`config.mk`:
```
export PLATFORM = sky130hd
export DESIGN_NAME = bus_dev_fifo_flat
export DESIGN_NICKNAME = d
export VERILOG_FILES = /design/src/rtl/bus_fifo_pkg.sv /design/src/rtl/bus_dev_fifo_if.sv /design/src/rtl/bus_fifo_mem.sv /design/src/rtl/bus_dev_fifo.sv /design/src/flat_wrapper.sv
export SDC_FILE = /design/constraint.sdc
export NUM_CORES = 1
export LEC_CHECK = 0
export CORE_MARGIN = 2
export CORE_UTILIZATION = 45
export CTS_BUF_LIST = sky130_fd_sc_hd__clkbuf_2
export CTS_CLUSTER_SIZE = 25
export DETAILED_ROUTE_END_ITERATION = 8
export GPL_TIMING_DRIVEN = 0
export HOLD_SLACK_MARGIN = 0.05
export PLACE_DENSITY = 0.75
export SLEW_MARGIN = 40
export SYNTH_ARGS = -nofsm -noshare
export SYNTH_HDL_FRONTEND = slang
export SYNTH_SLANG_ARGS = --single-unit
export TNS_END_PERCENT = 30
```
`constraint.sdc`:
```
create_clock -name clk -period 8.6 [get_ports clk]
set_clock_uncertainty 0.2 [all_clocks]
set_input_delay 1.72 -clock clk [delete_from_list [all_inputs] [get_ports clk]]
set_output_delay 1.72 -clock clk [all_outputs]
set_load 0.05 [all_outputs]
```
`src/rtl/bus_fifo_pkg.sv`:
```
// Shared definitions for the per-device bus FIFO, the arbiter and the agent.
package bus_fifo_pkg;

  localparam int ID_W      = 8;
  localparam int PAYLOAD_W = 8;
  localparam logic [ID_W-1:0] BROADCAST_ID = 8'd145;

  // Packet layout for the default 16-bit packet: destination ID in the top byte.
  typedef struct packed {
    logic [ID_W-1:0]      dest_id;
    logic [PAYLOAD_W-1:0] payload;
  } pkt_t;

  function automatic int ptr_w(input int depth);
    return $clog2(depth);
  endfunction

endpackage

```
`src/rtl/bus_dev_fifo_if.sv`:
```
// Device/arbiter-facing signal bundle of one bus_dev_fifo instance.
interface bus_dev_fifo_if #(
  parameter int PCKG_SZ = 16,
  parameter int DEPTH   = 8,
  parameter int DRP_W   = 8
);
  localparam int CNT_W = $clog2(DEPTH) + 1;

  // Handshake: a push is taken on a rising edge when push=1 and (full=0 or a
  // legal pop happens on the same edge); a pop is taken when pop=1 and pndng=1.
  // D_pop is show-ahead: it is the packet consumed by the next legal pop.
  logic               push;
  logic [PCKG_SZ-1:0] D_push;
  logic               full;
  logic               pop;
  logic [PCKG_SZ-1:0] D_pop;
  logic               pndng;
  logic [CNT_W-1:0]   count;
  logic [DRP_W-1:0]   drop_cnt;
  logic               undrflw;

  modport master (
    output push, D_push, pop,
    input  full, D_pop, pndng, count, drop_cnt, undrflw
  );

  modport slave (
    input  push, D_push, pop,
    output full, D_pop, pndng, count, drop_cnt, undrflw
  );

endinterface

```
`src/rtl/bus_fifo_mem.sv`:
```
// Packet storage: register array with synchronous write and asynchronous read.
module bus_fifo_mem #(
  parameter int pckg_sz = 16,
  parameter int depth   = 8,
  parameter int ptr_w   = 3
) (
  input  logic               clk,
  input  logic               we_i,
  input  logic [ptr_w-1:0]   waddr_i,
  input  logic [pckg_sz-1:0] wdata_i,
  input  logic [ptr_w-1:0]   raddr_i,
  output logic [pckg_sz-1:0] rdata_o
);

  logic [pckg_sz-1:0] mem_q [depth];

  // Contents are intentionally not reset; validity is tracked by the count.
  always_ff @(posedge clk) begin
    if (we_i) mem_q[waddr_i] <= wdata_i;
  end

  assign rdata_o = mem_q[raddr_i];

endmodule

```
`src/rtl/bus_dev_fifo.sv`:
```
// Per-device transmit FIFO feeding the bus arbiter, with show-ahead head data,
// occupancy, saturating drop counter and sticky underflow flag.
module bus_dev_fifo
  import bus_fifo_pkg::*;
#(
  parameter int pckg_sz = 16,
  parameter int depth   = 8,
  parameter int drp_w   = 8
) (
  input  logic         clk,
  input  logic         reset,
  bus_dev_fifo_if.slave bus
);

  localparam int PTR_W = ptr_w(depth);
  localparam int CNT_W = PTR_W + 1;
  localparam logic [CNT_W-1:0] DEPTH_C = CNT_W'(depth);

  logic [PTR_W-1:0] rd_ptr_q, rd_ptr_d;
  logic [PTR_W-1:0] wr_ptr_q, wr_ptr_d;
  logic [CNT_W-1:0] count_q, count_d;
  logic             pndng_q, pndng_d;
  logic             full_q, full_d;
  logic [drp_w-1:0] drop_q, drop_d;
  logic             undrflw_q, undrflw_d;

  logic               empty;
  logic               do_pop;
  logic               do_push;
  logic               drop_req;
  logic [pckg_sz-1:0] rd_data;

  assign empty    = (count_q == '0);
  assign do_pop   = bus.pop && !empty;
  // A pop on a full FIFO frees the slot the simultaneous push needs.
  assign do_push  = bus.push && ((count_q != DEPTH_C) || do_pop);
  assign drop_req = bus.push && !do_push;

  always_comb begin
    rd_ptr_d  = rd_ptr_q;
    wr_ptr_d  = wr_ptr_q;
    count_d   = count_q;
    drop_d    = drop_q;
    undrflw_d = undrflw_q;
    if (do_pop)  rd_ptr_d = rd_ptr_q + 1'b1;
    if (do_push) wr_ptr_d = wr_ptr_q + 1'b1;
    if (do_push && !do_pop)      count_d = count_q + 1'b1;
    else if (do_pop && !do_push) count_d = count_q - 1'b1;
    if (drop_req && (drop_q != '1)) drop_d = drop_q + 1'b1;
    if (bus.pop && empty) undrflw_d = 1'b1;
    pndng_d = (count_d != '0);
    full_d  = (count_d == DEPTH_C);
  end

  always_ff @(posedge clk or posedge reset) begin
    if (reset) begin
      rd_ptr_q  <= '0;
      wr_ptr_q  <= '0;
      count_q   <= '0;
      pndng_q   <= 1'b0;
      full_q    <= 1'b0;
      drop_q    <= '0;
      undrflw_q <= 1'b0;
    end else begin
      rd_ptr_q  <= rd_ptr_d;
      wr_ptr_q  <= wr_ptr_d;
      count_q   <= count_d;
      pndng_q   <= pndng_d;
      full_q    <= full_d;
      drop_q    <= drop_d;
      undrflw_q <= undrflw_d;
    end
  end

  bus_fifo_mem #(
    .pckg_sz (pckg_sz),
    .depth   (depth),
    .ptr_w   (PTR_W)
  ) u_mem (
    .clk     (clk),
    .we_i    (do_push),
    .waddr_i (wr_ptr_q),
    .wdata_i (bus.D_push),
    .raddr_i (rd_ptr_q),
    .rdata_o (rd_data)
  );

  assign bus.D_pop    = pndng_q ? rd_data : '0;
  assign bus.pndng    = pndng_q;
  assign bus.full     = full_q;
  assign bus.count    = count_q;
  assign bus.drop_cnt = drop_q;
  assign bus.undrflw  = undrflw_q;

endmodule

```
`src/flat_wrapper.sv`:
```
// flat-port wrapper written by rule: the top's interface ports become plain ports
module bus_dev_fifo_flat import bus_fifo_pkg::*;
#(
  parameter int pckg_sz = 16,
  parameter int depth   = 8,
  parameter int drp_w   = 8
)
  (clk, reset, bus_push, bus_D_push, bus_pop, bus_full, bus_D_pop, bus_pndng, bus_count, bus_drop_cnt, bus_undrflw);
  bus_dev_fifo_if #(.PCKG_SZ(16), .DEPTH(8), .DRP_W(8)) bus_i ();
  input  logic clk;
  input  logic reset;
  input wire logic [$bits(bus_i.push)-1:0] bus_push;
  input wire logic [$bits(bus_i.D_push)-1:0] bus_D_push;
  input wire logic [$bits(bus_i.pop)-1:0] bus_pop;
  output wire logic [$bits(bus_i.full)-1:0] bus_full;
  output wire logic [$bits(bus_i.D_pop)-1:0] bus_D_pop;
  output wire logic [$bits(bus_i.pndng)-1:0] bus_pndng;
  output wire logic [$bits(bus_i.count)-1:0] bus_count;
  output wire logic [$bits(bus_i.drop_cnt)-1:0] bus_drop_cnt;
  output wire logic [$bits(bus_i.undrflw)-1:0] bus_undrflw;
  assign bus_i.push = bus_push;
  assign bus_i.D_push = bus_D_push;
  assign bus_i.pop = bus_pop;
  assign bus_full = bus_i.full;
  assign bus_D_pop = bus_i.D_pop;
  assign bus_pndng = bus_i.pndng;
  assign bus_count = bus_i.count;
  assign bus_drop_cnt = bus_i.drop_cnt;
  assign bus_undrflw = bus_i.undrflw;
  bus_dev_fifo #(.pckg_sz(pckg_sz), .depth(depth), .drp_w(drp_w)) u_core (.clk(clk), .reset(reset), .bus(bus_i));
endmodule
```
=== Word-level counts from Yosys, hierarchy flattened ===
Memories as Yosys holds them, arrays and structs flattened.
Cells that the tools add are included.

* Memories kept: 1
* Word-level logic and storage cells: 34
* Bits in registers: 21
* Output and inout bits: 31
* Memory bits (writable): 128

{| class="wikitable"
|+ Memories
! name !! words !! bits a word !! rd ports !! clocked after memory_dff !! wr ports !! line !! source
|-
| u_core.u_mem.mem_q || 8 || 16 || 1 || 0 || 1 || bus_fifo_mem.sv:15 || <nowiki>logic [pckg_sz-1:0] mem_q [depth];</nowiki>
|}

* Muxes and demuxes: 5
* Eq/ne operators: 3
* Reduce and logical (&&, ||, !) cells: 13
* $add $sub $neg: 5

{| class="wikitable"
|+ Operator list
! operator !! count
|-
| $mux W16 || 1
|-
| $add A8 B1 Y8 const B || 1
|-
| $mux W4 || 2
|-
| $ne A8 B8 Y1 const B || 1
|-
| $logic_and A1 B1 Y1 || 7
|-
| $add A3 B1 Y3 const B || 2
|-
| $add A4 B1 Y4 const B || 1
|-
| $eq A4 B4 Y1 const B || 1
|-
| $logic_not A4 Y1 || 1
|-
| $ne A4 B4 Y1 const B || 1
|-
| $reduce_bool A4 Y1 || 1
|-
| $sub A4 B1 Y4 const B || 1
|-
| $logic_not A1 Y1 || 3
|-
| $mux W1 || 2
|-
| $logic_or A1 B1 Y1 || 1
|}

=== Depth between registers and ports, before layout ===
* Word-level depth: 10
* Depth in mapped cells: 7
* Depth with buffers taken out: 7

=== Hierarchy ===
Synthesis repeated with hierarchy kept, for this count alone.

* Cell total of the unflattened synthesis: 310
* Area, all modules: 6120.9 um2

{| class="wikitable"
|+ By module, submodules not included
! module !! times used !! seq. area each (um2) !! cells an instance !! area an instance (um2)
|-
| bus_fifo_mem || 1 || 3843.7 || 198 || 4973.5
|-
| bus_dev_fifo || 1 || 525.5 || 112 || 1147.4
|}

=== Worst setup path before layout ===
No wires, ideal clock.

* Path kind: input-to-reg
* From: input port bus_pop
* To: memory u_core.u_mem.mem_q[1][0], enable pin
* Stages: 4
* Arrival time: 3.514 ns
* Slack: 4.476 ns
* Required time: 7.991 ns
* Buffers on the path: 0
* Library setup time: 0.409 ns
* Cells stage by stage: and4bb_2 -> nor2b_1 -> nand2_1 -> nor3_1

* Longest elaborated chain between the ends: 5

{| class="wikitable"
|+ Ends and longest elaborated chain
! what !! line !! source
|-
| start: declaration || flat_wrapper.sv:14 || <nowiki>input wire logic [$bits(bus_i.pop)-1:0] bus_pop;</nowiki>
|-
| $logic_and A1 B1 Y1 || bus_dev_fifo.sv:34 || <nowiki>assign do_pop = bus.pop && !empty;</nowiki>
|-
| $logic_or A1 B1 Y1 || bus_dev_fifo.sv:36 || <nowiki>assign do_push = bus.push && ((count_q != DEPTH_C) || do_pop);</nowiki>
|-
| $logic_and A1 B1 Y1 || bus_dev_fifo.sv:36 ||
|-
| $mux W1 || bus_fifo_mem.sv:19 || <nowiki>if (we_i) mem_q[waddr_i] <= wdata_i;</nowiki>
|-
| $mux W1 (not written as such) || bus_fifo_mem.sv:19 ||
|-
| end: declaration || bus_fifo_mem.sv:15 ||
|}

No other way between the ends.

=== Final worst setup path ===
* From: register u_core.rd_ptr_q[1]
* To: output port bus_D_pop[6]

* Longest elaborated chain between the ends: 2

{| class="wikitable"
|+ Ends and longest elaborated chain
! what !! line !! source
|-
| start: declaration || bus_dev_fifo.sv:19 || <nowiki>logic [PTR_W-1:0] rd_ptr_q, rd_ptr_d;</nowiki>
|-
| start signal: assignment || bus_dev_fifo.sv:65 || <nowiki>rd_ptr_q <= rd_ptr_d;</nowiki>
|-
| $mem_v2 Z8 W16 || - ||
|-
| $mux W16 || bus_dev_fifo.sv:88 || <nowiki>assign bus.D_pop = pndng_q ? rd_data : '0;</nowiki>
|-
| end: declaration || flat_wrapper.sv:16 || <nowiki>output wire logic [$bits(bus_i.D_pop)-1:0] bus_D_pop;</nowiki>
|}

No other way between the ends.

==> impl_metrics.env <==
export IMPL_numCtsBuffers=17
export IMPL_overflow=0
export IMPL_synth_edf_count=128
export IMPL_clk_path_buf_depth=2
export IMPL_vias=3046
export IMPL_crit_path_max_incr_delay_ns=0.70
export IMPL_synth_lib_cells_used_distinct=35
export IMPL_yosysTopAreaCell="edfxtp_1"
export IMPL_start_kind="flip-flop"
export IMPL_antenna_left=0
export IMPL_status="finished, final reports clean"
export IMPL_layout_common_cells="edfxtp_1, clkdlybuf4s50_1, mux4_2, dfrtp_1, clkbuf_2"
export IMPL_crit_path_end="bus_D_pop[6]"
export IMPL_drc=0
export IMPL_synth_ff_type="edfxtp_1"
export IMPL_r2r_end="u_core.u_mem.mem_q[1][10]"
export IMPL_cp_arrival_ns=3.41
export IMPL_clkPwrFrac_pct=14.0
export IMPL_cp_max_fo=10
export IMPL_synth_top_area_share_pct=64.21
export IMPL_wl_per_cell_um=18.95
export IMPL_fin_crit_ns=5.333
export IMPL_layout_cells_most_common="edfxtp_1"
export IMPL_pwr_share_seq_pct=38.4
export IMPL_fp_coreArea_mm2=0.01314
export IMPL_hpwlAfterDp_um=7071
export IMPL_max_slew_margin_pct=44.80
export IMPL_end_kind="output pin"
export IMPL_hold_path_class="flip-flop to flip-flop"
export IMPL_port_buffers=50
export IMPL_root_buffer="clkbuf_2"
export IMPL_grt_pass1_vias=3186
export IMPL_antenna_found_initial=0
export IMPL_area_delta_synth_final_pct=19.59
export IMPL_grt_pass1_wl_um=17280
export IMPL_rsz0062_at_grt="no"
export IMPL_critPathTopFamily="buffers and inverters"
export IMPL_swShare_pct=39.81
export IMPL_cpMaxStageDelayCell="clkdlybuf4s50_1"
export IMPL_maxCapViolCount=0
export IMPL_htreeDepth=4
export IMPL_r2r_slack_ns=5.43
export IMPL_r2r_start="u_core.bus.count[0]"
export IMPL_n_fill_cell=1034
export IMPL_crit_type="flip-flop to output pin"
export IMPL_hold_buffers=0
export IMPL_worst_path_buf_inv=3
export IMPL_layout_drive_gt1_share_pct=24.19
export IMPL_powerDensity_mw_per_mm2=354.3
export IMPL_fin_util_pct=54.49
export IMPL_peakVddDrop_uv=221.4
export IMPL_design_die_area_mm2=0.01424
export IMPL_ys_async_sr_fraction_pct=14.09
export IMPL_r2r_cells=9
export IMPL_slew_viol_final=0
export IMPL_initialDrtViolationCount=267
export IMPL_start_util_pct=45.56
export IMPL_die_w_um=119.3
export IMPL_tightest_slew_ns=0.8281
export IMPL_worstSkewPairLatency_ns=0.67
export IMPL_setup_viol=0
export IMPL_yosysSeqAreaShare_pct=72.99
export IMPL_regArea_mm2=0.004369
export IMPL_synth_area_per_cell_um2=19.43
export IMPL_clock_sinks=149
export IMPL_synth_area_mm2=0.005986
export IMPL_crit_chain="clkbuf_1, clkbuf_1, mux4_2, mux2i_1, nor2b_1, clkdlybuf4s50_1"
export IMPL_ctsResizeCount=0
export IMPL_drt_pass1_iterations=5
export IMPL_clkTransAtPathRegs_ns=0.19
export IMPL_fmax_mhz=187.5
export IMPL_synthTopCellsByArea="edfxtp_1, mux4_2, dfrtp_1"
export IMPL_fin_crit_sh_pct=62.01
export IMPL_fin_setup_tns_ns=0
export IMPL_grt_max_degree=22
export IMPL_comb_power_share_pct=47.6
export IMPL_syn_inst=308
export IMPL_power_leakage_nw=2.427
export IMPL_fp_dieH_um=119.3
export IMPL_synth_seq_cells=149
export IMPL_final_nets=414
export IMPL_rows=42
export IMPL_yosysWarnings=0
export IMPL_synth_nets=333
export IMPL_drt_wl_total_um=10950
export IMPL_vias_per_cell=5.270
export IMPL_hold_viol=0
export IMPL_internal_power_mw=1.527
export IMPL_pre_cts_ws_ns=3.898
export IMPL_grt_usage_pct=16.81
export IMPL_fin_ws_ns=3.267
export IMPL_pin_count=51
export IMPL_cts_tree="built"
export IMPL_multi_input_area_mm2=0.001605
export IMPL_postCtsSetupBuffers=0
export IMPL_crit_required_ns=6.68
export IMPL_place_congestion=0.7532
export IMPL_cpMostUsedCell="clkbuf_1"
export IMPL_setup_worst_path_start="u_core.rd_ptr_q[1]"
export IMPL_switchingPower_mw=1.010
export IMPL_cp_num_cells=6
[stage by stage]
step | instance area, µm² | instances | hold slack [ns] | power, mW
global placement | 6706 | 534 | 0.2711 | 2.134
global route | 7156 | 577 | 0.3360 | 2.667
finish | 7158 | 578 | 0.3195 | 2.536
floorplan | 5986 | 308 | 0.2805 | 1.799
CTS | 7156 | 577 | 0.3257 | 2.567
detailed placement | 6947 | 546 | 0.2718 | 2.214
[metal layers]
| metal | global-route usage (%) | part of all wire [%] | vias to the layer above |
|---|---|---|---|
| li1 | - | - | 1387 |
| met1 | 20.98 | 42 | 1532 |
| met2 | 27.59 | 50 | 106 |
| met3 | 4.215 | 5.1 | 21 |
| met4 | 8.235 | 2.2 | 0 |
| met5 | 0 | 0 | - |
[state kept, by name, indices dropped and copies added (netlist names)]
| name | cells |
|---|---|
| u_core.u_mem.mem_q | 128 |
| u_core.rd_ptr_q | 3 |
| u_core.bus.full | 1 |
| u_core.bus.drop_cnt | 8 |
| u_core.wr_ptr_q | 3 |
| u_core.bus.count | 4 |
| u_core.bus.pndng | 1 |
| u_core.bus.undrflw | 1 |
[worst min path at each step]
stage,depth (start not counted),end,from
4_1_cts,1,u_core.bus.drop_cnt[7],u_core.bus.drop_cnt[7]
2_1_floorplan,1,u_core.wr_ptr_q[0],u_core.wr_ptr_q[0]
3_5_place_dp,1,u_core.bus.undrflw,u_core.bus.undrflw
3_3_place_gp,1,u_core.bus.undrflw,u_core.bus.undrflw
6_report,1,u_core.bus.undrflw,u_core.bus.undrflw
5_1_grt,1,u_core.bus.undrflw,u_core.bus.undrflw
[cells by family after synthesis]
| kind of cell | after synthesis | share of synthesized area (%) |
|---|---|---|
| adders and majority gates | 5 | 1.045 |
| and+or+nand+nor | 64 | 6.041 |
| AOI/OAI and AO/OA | 9 | 1.442 |
| buffers and inverters | 16 | 1.108 |
| xor gates and xnor gates | 13 | 1.902 |
| muxes | 52 | 15.47 |
| DFF | 149 | 72.99 |
[synthesized netlist by cell type, types with 2 or more instances]
cell type / instances
nand2_1: 10
nor2_1: 11
buf_2: 5
nor2b_1: 18
o21ai_0: 2
or3_1: 2
nor3_1: 3
ha_1: 5
edfxtp_1: 128
nand2b_1: 3
nand4_1: 2
dfrtp_1: 21
xor2_1: 4
mux2i_1: 16
nand3_1: 7
mux4_2: 32
mux2_2: 4
xnor2_1: 9
clkbuf_1: 6
inv_1: 5
[power groups by stage]
stage / sequential (mW) / combinational [mW] / clock (mW)
5_1_grt: 0.987 / 1.28 / 0.399
2_1_floorplan: 1.04 / 0.755 / 0
3_5_place_dp: 0.990 / 1.22 / 0
3_3_place_gp: 0.985 / 1.15 / 0
4_1_cts: 0.974 / 1.23 / 0.368
6_report: 0.974 / 1.21 / 0.354
[area by class of cell]
class	instances	share of cell area, %
sequential	149	61.04
multi-input combinational	143	22.43
timing repair buffer	62	9.579
tap	176	3.076
clock inverter	12	1.591
clock buffer	19	1.328
buffer	11	0.6642
inverter	5	0.2622
antenna	1	0.03496
Power figures use the tool's default switching activity.
